### src/rtl/mul_pkg.sv
// Shared types for the RV32M multiply issue/retire wrapper: op encoding and
// the payload carried by each of the two pipeline stages.
package mul_pkg;

  localparam int XLEN  = 32;
  localparam int TAG_W = 5;

  typedef enum logic [1:0] {
    MUL    = 2'b00,
    MULH   = 2'b01,
    MULHSU = 2'b10,
    MULHU  = 2'b11
  } mul_op_e;

  typedef struct packed {
    mul_op_e          op;
    logic [TAG_W-1:0] rd;
    logic             neg;
    logic [XLEN-1:0]  a;
    logic [XLEN-1:0]  b;
  } s1_t;

  typedef struct packed {
    mul_op_e           op;
    logic [TAG_W-1:0]  rd;
    logic              neg;
    logic [2*XLEN-1:0] prod;
  } s2_t;

endpackage

### src/rtl/mul_sign_fix.sv
// Re-applies the operand sign to the unsigned core product and picks the
// low word for MUL or the high word for the MULH variants.
module mul_sign_fix
  import mul_pkg::*;
(
  input  logic [2*XLEN-1:0] prod,
  input  logic              neg,
  input  mul_op_e           op,
  output logic [XLEN-1:0]   result
);

  logic signed [2*XLEN-1:0] prod_s;
  logic signed [2*XLEN-1:0] fixed;

  always_comb begin
    prod_s = $signed(prod);
    // Negating a zero product gives zero, so no special case is needed
    fixed  = neg ? -prod_s : prod_s;
    result = (op == MUL) ? fixed[XLEN-1:0] : fixed[2*XLEN-1:XLEN];
  end

endmodule

### src/rtl/multiply_control_unit.sv
// Two-stage elastic wrapper around an external 32x32 unsigned multiplier:
// S1 holds operand magnitudes for the core, S2 holds the registered product.
module multiply_control_unit #(
  parameter int XLEN  = 32,
  parameter int TAG_W = 5
) (
  input  logic              clk_i,
  input  logic              rst_ni,
  input  logic              flush_i,
  input  logic              in_valid_i,
  output logic              in_ready_o,
  input  logic [1:0]        op_i,
  input  logic [XLEN-1:0]   operand1_i,
  input  logic [XLEN-1:0]   operand2_i,
  input  logic [TAG_W-1:0]  rd_i,
  output logic [XLEN-1:0]   mult_a_o,
  output logic [XLEN-1:0]   mult_b_o,
  input  logic [2*XLEN-1:0] mult_p_i,
  output logic              out_valid_o,
  input  logic              out_ready_i,
  output logic [XLEN-1:0]   result_o,
  output logic [TAG_W-1:0]  rd_o,
  output logic              busy_o
);

  import mul_pkg::*;

  // Two's-complement magnitude; the most negative value maps to itself,
  // which is correct once read back as unsigned.
  function automatic logic [XLEN-1:0] mag(input logic signed [XLEN-1:0] v);
    return v[XLEN-1] ? -v : v;
  endfunction

  s1_t  s1_p0;
  s1_t  s1_p1;
  s2_t  s2_p2;
  logic vld_p1;
  logic vld_p2;
  logic adv1;
  logic adv2;
  logic accept;

  logic signed [XLEN-1:0] a_s;
  logic signed [XLEN-1:0] b_s;

  assign adv2       = !vld_p2 || out_ready_i;
  assign adv1       = !vld_p1 || adv2;
  assign in_ready_o = adv1 && !flush_i;
  assign accept     = in_valid_i && in_ready_o;

  assign a_s = $signed(operand1_i);
  assign b_s = $signed(operand2_i);

  always_comb begin
    s1_p0.op  = mul_op_e'(op_i);
    s1_p0.rd  = rd_i;
    s1_p0.neg = 1'b0;
    s1_p0.a   = operand1_i;
    s1_p0.b   = operand2_i;
    case (mul_op_e'(op_i))
      MULH: begin
        s1_p0.a   = mag(a_s);
        s1_p0.b   = mag(b_s);
        s1_p0.neg = a_s[XLEN-1] ^ b_s[XLEN-1];
      end
      MULHSU: begin
        s1_p0.a   = mag(a_s);
        s1_p0.neg = a_s[XLEN-1];
      end
      default: ;
    endcase
  end

  // Stage boundary p0 -> p1 (issue to core inputs) and p1 -> p2 (product capture)
  always_ff @(posedge clk_i or negedge rst_ni) begin
    if (!rst_ni) begin
      vld_p1 <= 1'b0;
      vld_p2 <= 1'b0;
      s1_p1  <= '0;
      s2_p2  <= '0;
    end else begin
      if (flush_i)     vld_p1 <= 1'b0;
      else if (accept) vld_p1 <= 1'b1;
      else if (adv2)   vld_p1 <= 1'b0;

      if (flush_i)               vld_p2 <= 1'b0;
      else if (vld_p1 && adv2)   vld_p2 <= 1'b1;
      else if (out_ready_i)      vld_p2 <= 1'b0;

      if (accept) s1_p1 <= s1_p0;
      if (vld_p1 && adv2 && !flush_i) begin
        s2_p2.op   <= s1_p1.op;
        s2_p2.rd   <= s1_p1.rd;
        s2_p2.neg  <= s1_p1.neg;
        s2_p2.prod <= mult_p_i;
      end
    end
  end

  assign mult_a_o    = s1_p1.a;
  assign mult_b_o    = s1_p1.b;
  assign out_valid_o = vld_p2;
  assign rd_o        = s2_p2.rd;
  assign busy_o      = vld_p1 || vld_p2;

  mul_sign_fix u_sign_fix (
    .prod   (s2_p2.prod),
    .neg    (s2_p2.neg),
    .op     (s2_p2.op),
    .result (result_o)
  );

endmodule
### config.mk
export PLATFORM = sky130hd
export DESIGN_NAME = multiply_control_unit
export DESIGN_NICKNAME = d
export VERILOG_FILES = /design/src/rtl/mul_pkg.sv /design/src/rtl/mul_sign_fix.sv /design/src/rtl/multiply_control_unit.sv
export SDC_FILE = /design/constraint.sdc
export NUM_CORES = 1
export LEC_CHECK = 0
export ABC_AREA = 1
export BUFFER_PORTS_ARGS = -buffer_cell sky130_fd_sc_hd__buf_2
export CAP_MARGIN = 20
export CORE_AREA = 4 4 245 151
export DETAILED_ROUTE_END_ITERATION = 10
export DIE_AREA = 0 0 249 155
export SLEW_MARGIN = 15
export SYNTH_ARGS = -nofsm -noshare
export SYNTH_HDL_FRONTEND = slang
export SYNTH_SLANG_ARGS = --single-unit
### constraint.sdc
create_clock -name clk_i -period 1.9 [get_ports clk_i]
set_input_delay 0.38 -clock clk_i [delete_from_list [all_inputs] [get_ports clk_i]]
set_output_delay 0.38 -clock clk_i [all_outputs]
set_load 0.005 [all_outputs]
==> results_dict.tcl <==
set metrics [dict create \
    rr_startpoint "out_valid_o" \
    antenna_found_initial 9 \
    area_growth_pct 41.5 \
    synthFlopType "dfrtp_1" \
    yosysSeqAreaShare_pct 35.5 \
    worstMarginPinSlew_ns 0.512 \
    p_sw_share_pct 39.4 \
    finalWirelength_microns 41300 \
    path_buf_inv 3 \
    setup_slack_ns -0.775 \
    yosys.area.top_type "dfrtp_1" \
    place.gp.congestion 0.987 \
    grt_pass1_vias 10900 \
    slew_violations 0 \
    rows 53 \
    io-pin-count 244 \
    path_delay_family "simple AND/OR/NAND/NOR gates" \
    coreArea_sq_um 34700 \
    min_from "flush_i" \
    slowest_delay_ns 0.39 \
    cts.sinks 146 \
    path_cells "buf_6 > nor2_4 > nand2_2 > nor2_4 > nand3_4 > buf_4 > nand2_4 > o21ai_1 > or2_0 > nand2_1 > nand2_1 > buf_2" \
    finalPower_w 0.0128 \
    path_class "reg -> out" \
    nNetsFinal 2039 \
    ys_types 43 \
    viasPerCell 4.86 \
    final_cells 2380 \
    portBuffers 243 \
    violations "negative setup slack" \
    grt_max_degree 47 \
    cp-end-kind "output port" \
    combinationalPowerShare_pct 40.1 \
    fin_crit_sh_pct 141 \
    cts_buffer_depth 2 \
    synthTopCellsByArea "dfrtp_1, nand2_1, nor2_1" \
    drive_gt1_share_pct 37.1 \
    route.detailed.drc 0 \
    synth_top_area_share_pct 35.5 \
    worst_ir_drop_vdd_mv 0.629 \
    postRouteAntennaNets 0 \
    clk_pin_slew_worst_paths_ns 0.07 \
    drt_iter0_markers 1160 \
    netSwitchingPower_w 0.00504 \
    maxCapViolCount 0 \
    synthesis.nets 1658 \
    rsz0062_at_grt "yes" \
    synth-edff-count 0 \
    die-area_sq_um 38600 \
    clkPwrFrac_pct 27.6 \
    slew_headroom_pct 65.8 \
    status "finished with violations" \
    hold_path_class "in -> reg" \
    seq_power_share_pct 32.2 \
    die_x_microns 249 \
    fin_crit_ns 2.68 \
    netlist_area_sq_um 10300 \
    vias 11600 \
    cts.root.buffer_cell "clkbuf_16" \
    critPathArrivalTime_ns 2.30 \
    fin_skew_ns 0.0148 \
    crit_slowest_cell "dfrtp_1" \
    grt_pass1_wl_microns 62800 \
    dp_cells 2319 \
    clock_latency_ns 0.45 \
    avgSynthCellArea_sq_um 6.81 \
    avgRoutedWirePerCell_microns 17.4 \
    die_y_microns 155 \
    start_util_pct 29.7 \
    p_leak_nw 7.35 \
    yosysMostFrequentCell "nand2_1" \
    critical_path_required_ns 1.52 \
    fin_hold_ws_ns 0.105 \
    cts_buffers 17 \
    fmax_mhz 374 \
    synthTopCellsByCount "nand2_1, nor2_1, dfrtp_1" \
    gr-total-overflow 0 \
    p_int_w 0.00774 \
    power_density_nw_per_um2 876 \
    cts_tree "yes" \
    dp.final_hpwl_microns 32700 \
    finalSetupViolCount 32 \
    ys_ff_latch 146 \
    syn_inst 1513 \
    worstPathMaxFanout 4 \
    dr.pass1.iters 6 \
    timing_hold_violations_final 0 \
    grt_usage_pct 20.9 \
    yosys_warnings 0 \
    startpoint "s2_p2[12]" \
    synthArstFlopShare_pct 100 \
    htreeDepth 4 \
    start_kind "register" \
]
-- cell usage in the layout, fill, tap and decap left out, types with 16 or more instances in the layout --
master / count
o21ai_0: 79
nand2_2: 25
nor2_4: 26
nand4_1: 27
nor2_1: 162
clkbuf_16: 17
buf_2: 241
nand3_2: 19
nand2_1: 361
nor2_2: 31
buf_4: 215
nand2_4: 16
o21ai_1: 25
inv_1: 135
mux2_2: 16
xor2_1: 19
dfrtp_1: 134
nand3_1: 127
a21oi_1: 81
-- per-stage QoR --
step / utilization, % / setup slack [ns] / TNS [ns] / area (sq um)
CTS: 40.8 / -0.767 / -22.26 / 14100
finish: 42.0 / -0.775 / -22.34 / 14600
floorplan: - / 0.0462 / 0 / 10300
global placement: 37.9 / -0.527 / -10.01 / 13100
global route: 42.0 / -0.894 / -25.71 / 14600
detailed placement: 37.9 / -0.477 / -10.29 / 13100
-- area by class of cell --
| cell class | instances | area, sq um |
|---|---|---|
| antenna | 6 | 15.0 |
| clock buffer | 17 | 425 |
| multi-input combinational | 1104 | 5930 |
| fill | 3588 | 20100 |
| clock inverter | 15 | 185 |
| sequential | 146 | 3670 |
| tap | 467 | 584 |
| inverter | 143 | 537 |
| timing repair buffer | 482 | 3230 |
-- metal layers --
layer / track usage [%] / up-vias / wire (microns)
met4: 4.67 / 2 / 640
met5: 0 / - / 7
met1: 32.0 / 5464 / 20500
met3: 5.71 / 33 / 3450
met2: 28.9 / 471 / 16700
li1: - / 5606 / -
-- worst register-to-register path: stages, from the launching register on --
cell and delay, ns:
dfrtp_1 0.38, inv_1 0.07, nor2_1 0.05, nand2_1 0.07, nand2_1 0.10, nor2_4 0.19, o21ai_1 0.12, inv_1 0.17
buf_6 0.21, nand2_1 0.07, o21ai_0 0.13
-- registers in the layout, indices dropped and copies added, names as in the netlist --
name and count:
s2_p2 67, mult_a_o 32, mult_b_o 32, s1_p1 8, rd_o 5, out_valid_o 1, vld_p1 1
-- final timing paths --
check	depth (start not counted)	slack [ns]	endpoint
worst min register to register	2	0.48	mult_b_o[17]
worst max register to register	10	0.26	mult_a_o[8]
min in group asynchronous	2	0.45	s2_p2[40]
max in group asynchronous	3	0.83	s2_p2[29]
worst max-delay path	12	-0.78	result_o[27]
worst min-delay path	2	0.10	vld_p1
-- cells by family after synthesis --
family | share of synthesized area (%)
simple gates | 36.1
xor+xnor | 1.78
fa+ha+maj | 0.607
mux | 1.75
compound gates | 11.8
buf+inv | 12.5
flops | 35.5
-- power groups by stage --
stage | registers, W | logic [W] | clock network, W
after CTS | 0.00408 | 0.00484 | 0.00364
after floorplan | 0.00399 | 0.00251 | 0
after global routing | 0.00419 | 0.00561 | 0.00378
after detailed placement | 0.00409 | 0.00464 | 0
after global placement | 0.00408 | 0.00460 | 0
final | 0.00412 | 0.00513 | 0.00353
-- timing repair --
item,CTS,global route
gates resized for setup,89,96
setup buffers,11,11
endpoints found under the hold margin,40,0
pin swaps,25,42
endpoints found under the setup margin,32,51
hold buffers,1,0
Power figures use the tool's default switching activity.
